<file path="src/rtl/if_stage_if.sv">
// Bundle of fetch-stage signals: instruction-memory request/response plus decode-facing controls.
// Latency: none, wires only.
// Backpressure: imem_ready stalls requests; stall holds the decode-facing outputs.
interface if_stage_if #(
    parameter int XLEN = 64
);
    logic            imem_req;
    logic [XLEN-1:0] imem_addr;
    logic            imem_ready;
    logic            imem_rvalid;
    logic [31:0]     imem_rdata;
    logic            stall;
    logic            redirect;
    logic [XLEN-1:0] redirect_pc;
    logic [31:0]     inst;
    logic [XLEN-1:0] pc_out;
    logic            inst_valid;

    // Fetch stage side
    modport master (
        output imem_req, imem_addr, inst, pc_out, inst_valid,
        input  imem_ready, imem_rvalid, imem_rdata, stall, redirect, redirect_pc
    );

    // Memory / decode / hazard-unit side
    modport slave (
        input  imem_req, imem_addr, inst, pc_out, inst_valid,
        output imem_ready, imem_rvalid, imem_rdata, stall, redirect, redirect_pc
    );
endinterface

</file>
<file path="src/rtl/if_stage.sv">
// Instruction fetch: in-order requests to variable-latency imem, ring buffer of returned words, one inst/cycle to decode.
// Latency: request handshake at edge t, response at edge t+1, instruction visible after edge t+2 (no bypass).
// Backpressure: requests gated by ring credit (allocated + to-be-dropped < DEPTH); stall holds output and stops pops.
module if_stage #(
    parameter int              XLEN     = 64,
    parameter logic [XLEN-1:0] RESET_PC = '0,
    parameter int              DEPTH    = 2
) (
    input  logic      clk,
    input  logic      rst,
    if_stage_if.master bus
);
    localparam int          PW  = $clog2(DEPTH);
    localparam int          CW  = $clog2(DEPTH) + 1;
    localparam int          SW  = CW + 1;
    localparam logic [31:0] NOP = 32'h0000_0013;

    logic [XLEN-1:0]  fpc;
    logic [XLEN-1:0]  ent_pc   [DEPTH];
    logic [31:0]      ent_word [DEPTH];
    logic [DEPTH-1:0] ent_filled;
    logic [PW-1:0]    alloc_ptr, fill_ptr, head_ptr;
    logic [CW-1:0]    count;      // allocated entries
    logic [CW-1:0]    pend;       // allocated but not yet filled
    logic [CW-1:0]    drop_cnt;   // in-flight responses belonging to a squashed path

    logic [31:0]      inst_q;
    logic [XLEN-1:0]  pc_q;
    logic             vld_q;

    logic [SW-1:0]    used;
    logic             req, push, drop_rsp, fill_rsp, pop;
    logic [CW-1:0]    outst, drop_redir;

    // Credit, handshake and response classification
    always_comb begin
        used       = {1'b0, count} + {1'b0, drop_cnt};
        req        = rst && !bus.redirect && (used < SW'(DEPTH));
        push       = req && bus.imem_ready;
        drop_rsp   = bus.imem_rvalid && (drop_cnt != '0);
        fill_rsp   = bus.imem_rvalid && (drop_cnt == '0) && (pend != '0);
        pop        = !bus.stall && ent_filled[head_ptr];
        // On redirect every outstanding response becomes garbage; one arriving now is already consumed
        outst      = drop_cnt + pend;
        drop_redir = outst - CW'(bus.imem_rvalid && (outst != '0));
    end

    // Ring payload storage, no reset needed: guarded by filled bits
    always_ff @(posedge clk) begin
        if (push)
            ent_pc[alloc_ptr] <= fpc;
        if (fill_rsp && !bus.redirect)
            ent_word[fill_ptr] <= bus.imem_rdata;
    end

    // Fetch PC, ring bookkeeping and decode-facing output register
    always_ff @(posedge clk or negedge rst) begin
        if (!rst) begin
            fpc        <= RESET_PC & ~XLEN'(3);
            ent_filled <= '0;
            alloc_ptr  <= '0;
            fill_ptr   <= '0;
            head_ptr   <= '0;
            count      <= '0;
            pend       <= '0;
            drop_cnt   <= '0;
            inst_q     <= NOP;
            pc_q       <= '0;
            vld_q      <= 1'b0;
        end else if (bus.redirect) begin
            fpc        <= bus.redirect_pc & ~XLEN'(3);
            ent_filled <= '0;
            alloc_ptr  <= '0;
            fill_ptr   <= '0;
            head_ptr   <= '0;
            count      <= '0;
            pend       <= '0;
            drop_cnt   <= drop_redir;
            inst_q     <= NOP;
            pc_q       <= '0;
            vld_q      <= 1'b0;
        end else begin
            if (push) begin
                fpc                   <= fpc + XLEN'(4);
                alloc_ptr             <= alloc_ptr + PW'(1);
                ent_filled[alloc_ptr] <= 1'b0;
            end
            if (drop_rsp)
                drop_cnt <= drop_cnt - CW'(1);
            if (fill_rsp) begin
                fill_ptr             <= fill_ptr + PW'(1);
                ent_filled[fill_ptr] <= 1'b1;
            end
            count <= count + CW'(push) - CW'(pop);
            pend  <= pend + CW'(push) - CW'(fill_rsp);
            if (!bus.stall) begin
                if (pop) begin
                    inst_q               <= ent_word[head_ptr];
                    pc_q                 <= ent_pc[head_ptr];
                    vld_q                <= 1'b1;
                    head_ptr             <= head_ptr + PW'(1);
                    ent_filled[head_ptr] <= 1'b0;
                end else begin
                    inst_q <= NOP;
                    pc_q   <= '0;
                    vld_q  <= 1'b0;
                end
            end
        end
    end

    assign bus.imem_req   = req;
    assign bus.imem_addr  = fpc;
    assign bus.inst       = inst_q;
    assign bus.pc_out     = pc_q;
    assign bus.inst_valid = vld_q;
endmodule

</file>
<file path="src/flat_wrapper.sv">
// flat-port wrapper written by rule: the top's interface ports become plain ports
module if_stage_flat 
#(
    parameter int              XLEN     = 64,
    parameter logic [XLEN-1:0] RESET_PC = '0,
    parameter int              DEPTH    = 2
)
  (clk, rst, bus_imem_req, bus_imem_addr, bus_inst, bus_pc_out, bus_inst_valid, bus_imem_ready, bus_imem_rvalid, bus_imem_rdata, bus_stall, bus_redirect, bus_redirect_pc);
  if_stage_if #(.XLEN(XLEN)) bus_i ();
  input  logic clk;
  input  logic rst;
  output wire logic [$bits(bus_i.imem_req)-1:0] bus_imem_req;
  output wire logic [$bits(bus_i.imem_addr)-1:0] bus_imem_addr;
  output wire logic [$bits(bus_i.inst)-1:0] bus_inst;
  output wire logic [$bits(bus_i.pc_out)-1:0] bus_pc_out;
  output wire logic [$bits(bus_i.inst_valid)-1:0] bus_inst_valid;
  input wire logic [$bits(bus_i.imem_ready)-1:0] bus_imem_ready;
  input wire logic [$bits(bus_i.imem_rvalid)-1:0] bus_imem_rvalid;
  input wire logic [$bits(bus_i.imem_rdata)-1:0] bus_imem_rdata;
  input wire logic [$bits(bus_i.stall)-1:0] bus_stall;
  input wire logic [$bits(bus_i.redirect)-1:0] bus_redirect;
  input wire logic [$bits(bus_i.redirect_pc)-1:0] bus_redirect_pc;
  assign bus_imem_req = bus_i.imem_req;
  assign bus_imem_addr = bus_i.imem_addr;
  assign bus_inst = bus_i.inst;
  assign bus_pc_out = bus_i.pc_out;
  assign bus_inst_valid = bus_i.inst_valid;
  assign bus_i.imem_ready = bus_imem_ready;
  assign bus_i.imem_rvalid = bus_imem_rvalid;
  assign bus_i.imem_rdata = bus_imem_rdata;
  assign bus_i.stall = bus_stall;
  assign bus_i.redirect = bus_redirect;
  assign bus_i.redirect_pc = bus_redirect_pc;
  if_stage #(.XLEN(XLEN), .RESET_PC(RESET_PC), .DEPTH(DEPTH)) u_core (.clk(clk), .rst(rst), .bus(bus_i));
endmodule
</file>
<file path="config.mk">
export PLATFORM = sky130hd
export DESIGN_NAME = if_stage_flat
export DESIGN_NICKNAME = d
export VERILOG_FILES = /design/src/rtl/if_stage_if.sv /design/src/rtl/if_stage.sv /design/src/flat_wrapper.sv
export SDC_FILE = /design/constraint.sdc
export NUM_CORES = 1
export LEC_CHECK = 0
export ABC_AREA = 1
export CORE_MARGIN = 4
export CORE_UTILIZATION = 31
export CTS_BUF_LIST = sky130_fd_sc_hd__clkbuf_16
export DETAILED_ROUTE_END_ITERATION = 10
export DONT_BUFFER_PORTS = 1
export PLACE_DENSITY = 0.47
export SLEW_MARGIN = 20
export SYNTH_ARGS = -nofsm -noshare
export SYNTH_HDL_FRONTEND = slang
export SYNTH_SLANG_ARGS = --single-unit
export TNS_END_PERCENT = 100
</file>
<file path="constraint.sdc">
create_clock -name clk -period 5.3 [get_ports clk]
set_input_delay 0.53 -clock clk [delete_from_list [all_inputs] [get_ports clk]]
set_output_delay 0.53 -clock clk [all_outputs]
set_load 0.02 [all_outputs]
</file>
==> results of run 1 <==
[synthesized netlist by cell type (2+ instances only)]
master    number
nand4_1       12
buf_2         15
nor2_2        11
nor3_1         7
clkbuf_1      37
buf_1          2
nand3_1      139
edfxtp_1     188
nand2_1      363
buf_4          3
o21ai_0       44
buf_6          8
nand2_2        6
nor2_4         5
a21oi_1        2
nor2_1       138
xor2_1        29
o21bai_1       7
dfrtp_1      166
o211ai_1      14
a211oi_1       2
inv_1         95
ha_1           8
a22o_1         5
mux2i_1       91
o21ai_1       97
inv_2          7
xnor2_1        4
dfstp_2        3
[sequential cells by signal (all words and copies together), names as in the netlist]
register	cells
u_core.ent_pc	124
u_core.ent_word	64
u_core.bus.pc_out	63
u_core.bus.imem_addr	62
u_core.bus.inst	32
u_core.count	2
u_core.drop_cnt	2
u_core.ent_filled	2
u_core.pend	2
u_core.alloc_ptr	1
u_core.bus.inst_valid	1
u_core.fill_ptr	1
u_core.head_ptr	1
[timing repair]
item                       4_1_cts  5_1_grt
setup endpoints to repair        0        0
hold endpoints to repair       169        0
hold buffers                     1        0
[stage by stage]
stage	std cells	hold slack (ns)	total power, mW	setup slack (ns)	cell area (sq um)
global route	2210	0.01806	7.064	2.125	17770
CTS	2208	0.02021	6.866	2.256	17760
detailed placement	2132	0.2407	3.997	2.270	16410
global placement	2130	0.2398	3.981	2.283	16350
floorplan	1516	0.2344	3.767	0.9190	15740
finish	2210	-0.001491	6.748	2.352	17770
[power groups by stage]
stage | clock network [mW] | registers [mW] | logic [mW]
after detailed placement | 0 | 3.51 | 0.486
after global routing | 3.00 | 3.47 | 0.592
after floorplan | 0 | 3.38 | 0.391
after CTS | 2.89 | 3.46 | 0.520
after global placement | 0 | 3.51 | 0.473
final | 2.80 | 3.44 | 0.508
[cell type report]
cell class | count | area share, %
multi-input cells | 991 | 29.12
clock inverters | 33 | 1.549
clock buffers | 42 | 5.914
inverters | 103 | 2.218
flip-flops and latches | 357 | 55.61
repair buffers | 10 | 0.8308
well taps | 672 | 4.731
diodes | 2 | 0.02816
[critical path, cell delays in order, from the launching register on]
cell     delay, ns
dfrtp_1       0.40
nand2_1       0.06
inv_1         0.04
fa_1          0.42
nor2_1        0.23
nand4_2       0.10
buf_4         0.29
nor2_4        0.67
buf_12        0.32
[worst max path at each step]
stage / to / cells after the start
2_1_floorplan: u_core.ent_pc[1][10] / 6
3_3_place_gp: u_core.ent_pc[1][40] / 8
3_5_place_dp: u_core.ent_pc[1][35] / 8
4_1_cts: u_core.ent_pc[1][53] / 8
5_1_grt: u_core.ent_pc[1][43] / 8
6_report: u_core.ent_pc[1][41] / 8
[per-layer routing]
layer | global-route usage (%) | vias up | routed length, microns
met3 | 5.683 | 64 | 3784
met4 | 5.286 | 0 | 1330
met2 | 29.30 | 268 | 23400
li1 | - | 5120 | -
met1 | 21.79 | 5124 | 20100
met5 | 0 | - | 0
[cells by family after synthesis]
group,count (synthesis),share of synthesized area [%]
adder cells (fa/ha/maj),9,0.7631
flip-flops,357,62.76
AO/OA/AOI/OAI,172,5.962
AND/OR/NAND/NOR,684,18.29
XOR/XNOR,33,1.836
multiplexers,91,5.787
buffers and inverters,168,4.579
other,1,0.02382
==> flow_summary.rst, run 1 <==
.. list-table::
   :header-rows: 1

   * - Metric
     - Value
   * - Outcome
     - finished, violations left
   * - Failing checks
     - hold timing
   * - GR Util All Layers
     - 17.57%
   * - CP required
     - 5.52 ns
   * - Maximum frequency from static timing analysis
     - 339.2 MHz
   * - Post-synthesis instance total
     - 1515
   * - Starting density of the core
     - 31.37%
   * - Top cell type's share of synthesized area
     - 35.87%
   * - Number of storage elements in the synthesis netlist
     - 357
   * - Final setup skew
     - 0.02158 ns
   * - Worst-case register-to-register setup slack
     - 2.35 ns
   * - Max-slew headroom at the worst pin
     - 32.32%
   * - Die outline area
     - 54440 sq um
   * - Fill cell instance count of the final layout
     - 5008
   * - Worst-path maximum fanout
     - 41
   * - Syn Std Cell Area
     - 15740 sq um
   * - Class of the tightest hold or removal check
     - input pin to asynchronous set/reset pin
   * - DRC violation total after the first TritonRoute iteration
     - 610
   * - Number of warnings issued by yosys
     - 0
   * - Crit path launch type
     - flip-flop
   * - Final weighted congestion of routability-driven global placement
     - 0.8914
   * - Highest-count cells in the layout ignoring fill and taps
     - nand2_1 (363), edfxtp_1 (188), dfrtp_1 (165), nand3_1 (139), nor2_1 (134)
   * - Total wire length after detailed routing
     - 48620 microns
   * - Mean number of vias per cell
     - 4.786
   * - CTS-repair resized insts
     - 0
   * - Net switching share of the total power
     - 27.33%
   * - Area of all sequential standard cells
     - 9882 sq um
   * - Net switching component of the power
     - 1.844 mW
   * - Net count of the finished layout
     - 1615
   * - Commonest non-fill, non-tap cell in the layout
     - nand2_1
   * - Number of top-level pins
     - 264
   * - 1st-pass router iterations
     - 4
   * - Fin. max-slew vios
     - 0
   * - Max Root-Sink Buffers
     - 3
   * - Count of nets left with antenna violations after detail routing
     - 0
   * - RSZ-0062 raised after global routing
     - false
   * - Final-layout setup total negative slack
     - 0 ns
   * - HPWL after detailed placement
     - 32850 microns
   * - Origin of the critical flop-to-flop path
     - u_core.drop_cnt[0]
   * - Clock transition at path regs
     - 0.06 ns
   * - Later-pin clock latency in the skew report
     - 0.56 ns
   * - Wire length of the first global-routing pass
     - 71060 microns
   * - Crit path from
     - u_core.drop_cnt[0]
   * - FFs w/ async S/R, synth
     - 47.34%
   * - Category of the most critical setup path
     - flip-flop to flip-flop
   * - Total DRC errors in the routed layout
     - 0
   * - Areal power density over the cells
     - 379.7 nW/um^2
   * - Number of buffers created by CTS
     - 41
   * - VDD IR-drop max
     - 0.0002184 V
   * - MaxCap Viol Count
     - 0
   * - Count of unique library cells instantiated by Yosys
     - 36
   * - Clk sinks
     - 357
   * - Leakage component of the power
     - 6.615 nW
   * - Post-synth top area cell
     - edfxtp_1
   * - Buffer type at the clock tree root
     - clkbuf_16
   * - Depth of the most critical reg-to-reg path
     - 8
   * - Synthesized area per cell
     - 10.39 sq um
   * - Hold slack final
     - -0.001491 ns
   * - Leading cell types by total area after synthesis
     - edfxtp_1 (36%), dfrtp_1 (26%), nand2_1 (8.7%)
   * - Arrival time reported for the critical path endpoint
     - 3.17 ns
   * - Die W
     - 233.3 microns
   * - Synthesis-to-finish area growth
     - 12.90%
   * - Total congestion overflow
     - 0
   * - Worst-margin pin slew
     - 1.015 ns
   * - Clock tree from TritonCTS
     - yes
   * - Layout cells sized above 1
     - 7.161%
   * - Antenna violations before repair
     - 2
   * - Fraction of the cycle the final worst path needs
     - 55.63%
   * - Relative contribution of the clock network to total power
     - 41.4%
   * - Pin count of the biggest net entering global routing
     - 170
   * - Number of buffers added on ports
     - 0
   * - Minimum clock period after layout
     - 2.948 ns
   * - Element type at the critical path end
     - flip-flop
   * - Number of rows in the core area
     - 82
   * - Number of global-route vias before repair
     - 10536
   * - Vertical extent of the die
     - 233.3 microns
   * - Hold Fails Final Rpt
     - 2
   * - Endpoint of the worst-slack reg-to-reg timing path
     - u_core.ent_pc[1][41]
   * - Most used flip-flop cell after synthesis
     - edfxtp_1
   * - Total area of multi-input combinational cells
     - 5175 sq um
   * - Sequential cell area fraction in the yosys report
     - 62.76%
   * - Count of flip-flops with a built-in enable after synthesis
     - 188
   * - Core region area
     - 50170 sq um
   * - Final setup violation count
     - 0
   * - Sequential share of power
     - 51.0%
   * - Average wire per standard cell
     - 22.00 microns
   * - Buffers inserted during post-CTS setup optimization
     - 0
   * - Combinational power share
     - 7.5%
   * - Internal power
     - 4.904 mW
   * - CTS H-Tree Depth
     - 2
   * - Finished Core Util
     - 35.42%
   * - Count of vias placed by the detailed router
     - 10576
No activity file was read; power rests on OpenSTA's default activity.
==> inputs of run 2 (changes only) <==
Settings changed: PLACE_DENSITY 0.47 to 0.48.
Clock period 5.3 ns to 2.63 ns, I/O delays scaled along.
==> flow_summary.rst, run 2 (same netlist as run 1, synthesis figures left out) <==
.. list-table::
   :header-rows: 1

   * - Metric
     - Value
   * - Outcome
     - finished, violations left
   * - Failing checks
     - hold timing
   * - HPWL after detailed placement
     - 33780 microns (+2.8%)
   * - Chain of cells forming the critical path
     - fa_1, nor2_2, nand4_4, nand2_1, inv_2, buf_4, nand2_1, nand3_1
   * - Hold slack final
     - -0.6016 ns (-0.6001 ns)
   * - CTS H-Tree Depth
     - 2 (unchanged)
   * - Origin of the critical flop-to-flop path
     - u_core.drop_cnt[1]
   * - Top sig layer
     - met5
   * - Area of all sequential standard cells
     - 9882 sq um (unchanged)
   * - Final setup skew
     - 0.01686 ns (-0.004720 ns)
   * - Flip-flop count of the largest register after layout
     - 124 (unchanged)
   * - Critical path's most frequent cell
     - nand2_1
   * - Number of rows in the core area
     - 82 (unchanged)
   * - Post-DP Area
     - 16730 sq um (+1.9%)
   * - Routed length on met1
     - 21930 microns (+9.1%)
   * - Wire length of the first global-routing pass
     - 73630 microns (+3.6%)
   * - Layout cells sized above 1
     - 8.727% (+1.6 points)
   * - RSZ-0062 raised after global routing
     - false
   * - Final setup violation count
     - 0 (unchanged)
   * - Antenna violations before repair
     - 3 (+1)
   * - Count of nets left with antenna violations after detail routing
     - 0 (unchanged)
   * - Maximum cell stage delay along the critical path
     - 0.60 ns (-0.07 ns)
   * - Minimum clock period after layout
     - 2.320 ns (-0.6281 ns)
   * - Areal power density over the cells
     - 731.7 nW/um^2 (+93%)
   * - Worst path buffer plus inverter count
     - 2 (-1)
   * - Total congestion overflow
     - 0 (unchanged)
   * - Endpoint of the worst-slack reg-to-reg timing path
     - u_core.bus.imem_addr[46]
   * - Number of buffers added on ports
     - 0 (unchanged)
   * - Leakage component of the power
     - 7.246 nW (+9.5%)
   * - Total area of multi-input combinational cells
     - 5186 sq um (+0.22%)
   * - Later-pin clock latency in the skew report
     - 0.57 ns (about the same)
   * - Fin. max-slew vios
     - 0 (unchanged)
   * - CP required
     - 3.12 ns (-2.40 ns)
   * - Most flops, register
     - u_core.ent_pc
   * - Clock tree from TritonCTS
     - yes
   * - Max-slew headroom at the worst pin
     - 46.54% (+14 points)
   * - Routed met3 length
     - 3064 microns (-19%)
   * - Total DRC errors in the routed layout
     - 0 (unchanged)
   * - GR Util All Layers
     - 18.16% (+0.59 points)
   * - Detailed route wirelength on metal2
     - 23680 microns (+1.2%)
   * - Class of the tightest hold or removal check
     - input pin to asynchronous set/reset pin
   * - Highest-count cells in the layout ignoring fill and taps
     - nand2_1 (363), edfxtp_1 (188), dfrtp_1 (165), nand3_1 (139), nor2_1 (133)
   * - Number of top-level pins
     - 264 (unchanged)
   * - Depth of the most critical reg-to-reg path
     - 8 (unchanged)
   * - MaxCap Viol Count
     - 0 (unchanged)
   * - Fill cell instance count of the final layout
     - 4917 (-1.8%)
   * - Maximum frequency from static timing analysis
     - 431.0 MHz (+27%)
   * - Clk sinks
     - 357 (unchanged)
   * - Pin count of the biggest net entering global routing
     - 172 (+1.2%)
   * - Crit path launch type
     - flip-flop
   * - Number of buffers inserted for hold repair after clock tree synthesis
     - 99 (+98)
   * - Hold Fails Final Rpt
     - 169 (+167)
   * - Buffer type at the clock tree root
     - clkbuf_16
   * - Kind of cell adding the most delay to the critical path
     - buffers and inverters
   * - VDD IR-drop max
     - 0.0003961 V (+81%)
   * - Core region area
     - 50170 sq um (unchanged)
   * - Mean number of vias per cell
     - 4.794 (+0.18%)
   * - Synthesis-to-finish area growth
     - 21.59%
   * - Die outline area
     - 54440 sq um (unchanged)
   * - Fraction of the cycle the final worst path needs
     - 88.22% (+33 points)
   * - Number of buffers created by CTS
     - 43 (+4.9%)
   * - Category of the most critical setup path
     - flip-flop to flip-flop
   * - Die W
     - 233.3 microns (unchanged)
   * - Max Root-Sink Buffers
     - 3 (unchanged)
   * - Total wire length after detailed routing
     - 50070 microns (+3.0%)
   * - Commonest non-fill, non-tap cell in the layout
     - nand2_1
   * - Starting density of the core
     - 31.37% (unchanged)
   * - Vertical extent of the die
     - 233.3 microns (unchanged)
   * - Average wire per standard cell
     - 21.33 microns (-3.0%)
   * - Clock transition at path regs
     - 0.06 ns (about the same)
   * - DRC violation total after the first TritonRoute iteration
     - 707 (+16%)
   * - Net count of the finished layout
     - 1750 (+8.4%)
   * - Arrival time reported for the critical path endpoint
     - 2.81 ns (-0.36 ns)
   * - Final Power
     - 14.00 mW (+110%)
   * - Worst-margin pin slew
     - 0.8008 ns (-0.2144 ns)
   * - Count of vias placed by the detailed router
     - 11252 (+6.4%)
   * - Worst-path maximum fanout
     - 36 (-12%)
   * - Layout Cell Area excl Fill
     - 19140 sq um (+7.7%)
   * - Final weighted congestion of routability-driven global placement
     - 0.9285 (+4.2%)
   * - Element type at the critical path end
     - flip-flop
   * - Worst-case register-to-register setup slack
     - 0.31 ns (-2.04 ns)
   * - Number of global-route vias before repair
     - 11308 (+7.3%)
   * - 1st-pass router iterations
     - 6 (+2)
   * - Crit path max-delay cell type
     - inv_2
==> run 2: cell count changes in the layout (fill, tap and decap cells not counted), sizes merged <==
cell         previous run  this run
buf                    10        46
clkbuf                 42        44
clkinvlp                4         3
clkinv                 19        21
inv                   109       110
dlygate4sd3             0        97
==> run 2: power by group <==
part           switching (mW)  leakage [nW]  internal (mW)  total [mW]
sequential              0.470          3.93           6.24        6.71
clock                    2.36         0.689           3.43        5.79
combinational           0.963          2.63          0.539        1.50
total                    3.79          7.25           10.2        14.0
==> run 2: layout make-up <==
| cell class | instances | area share, % |
|---|---|---|
| Multi-Input combinational cell | 991 | 27.10 |
| Inverter | 103 | 2.046 |
| Clock inverter | 35 | 1.464 |
| Timing Repair Buffer | 143 | 7.584 |
| Clock buffer | 44 | 5.753 |
| Tap cell | 672 | 4.393 |
| Antenna cell | 2 | 0.02615 |
| Sequential cell | 357 | 51.63 |
==> run 2: stage by stage <==
| stage | hold WS, ns | utilization [%] | std cells | TNS [ns] | setup WS [ns] |
|---|---|---|---|---|---|
| final | -0.6016 | 38.15 | 2347 | 0 | 0.3097 |
| after detailed placement | -0.02606 | 33.34 | 2167 | 0 | 0.3057 |
| after global routing | -0.6511 | 38.15 | 2347 | 0 | 0.1792 |
| after floorplan | -0.03259 | - | 1516 | -0.8973 | -0.01447 |
| after global placement | -0.02677 | 33.28 | 2166 | 0 | 0.3253 |
| after CTS | -0.6461 | 38.14 | 2345 | 0 | 0.3016 |
==> run 2: per-layer routing <==
layer | vias to the layer above | GRT usage [%]
met5 | - | 0
met4 | 2 | 5.398
met3 | 76 | 4.402
met2 | 287 | 29.93
met1 | 5487 | 23.78
li1 | 5400 | -
==> run 2: how the worst max path moves through the flow <==
stage	endpoint	start	cells after the start	slack, ns
after global placement	u_core.ent_filled[1]	u_core.drop_cnt[0]	11	0.33
final	u_core.bus.imem_addr[46]	u_core.drop_cnt[1]	8	0.31
after floorplan	u_core.ent_pc[1][10]	u_core.drop_cnt[0]	6	-0.01
after detailed placement	u_core.bus.imem_addr[46]	u_core.drop_cnt[1]	8	0.31
after global routing	u_core.ent_word[0][19]	u_core.drop_cnt[1]	7	0.18
after CTS	u_core.bus.imem_addr[4]	u_core.drop_cnt[1]	8	0.30
==> run 2: what timing repair did <==
item                                    in CTS  in global routing
buffers inserted                             0                  0
endpoints found under the setup margin       0                  0
resized for setup                            0                  0
hold endpoints to repair                   403                169
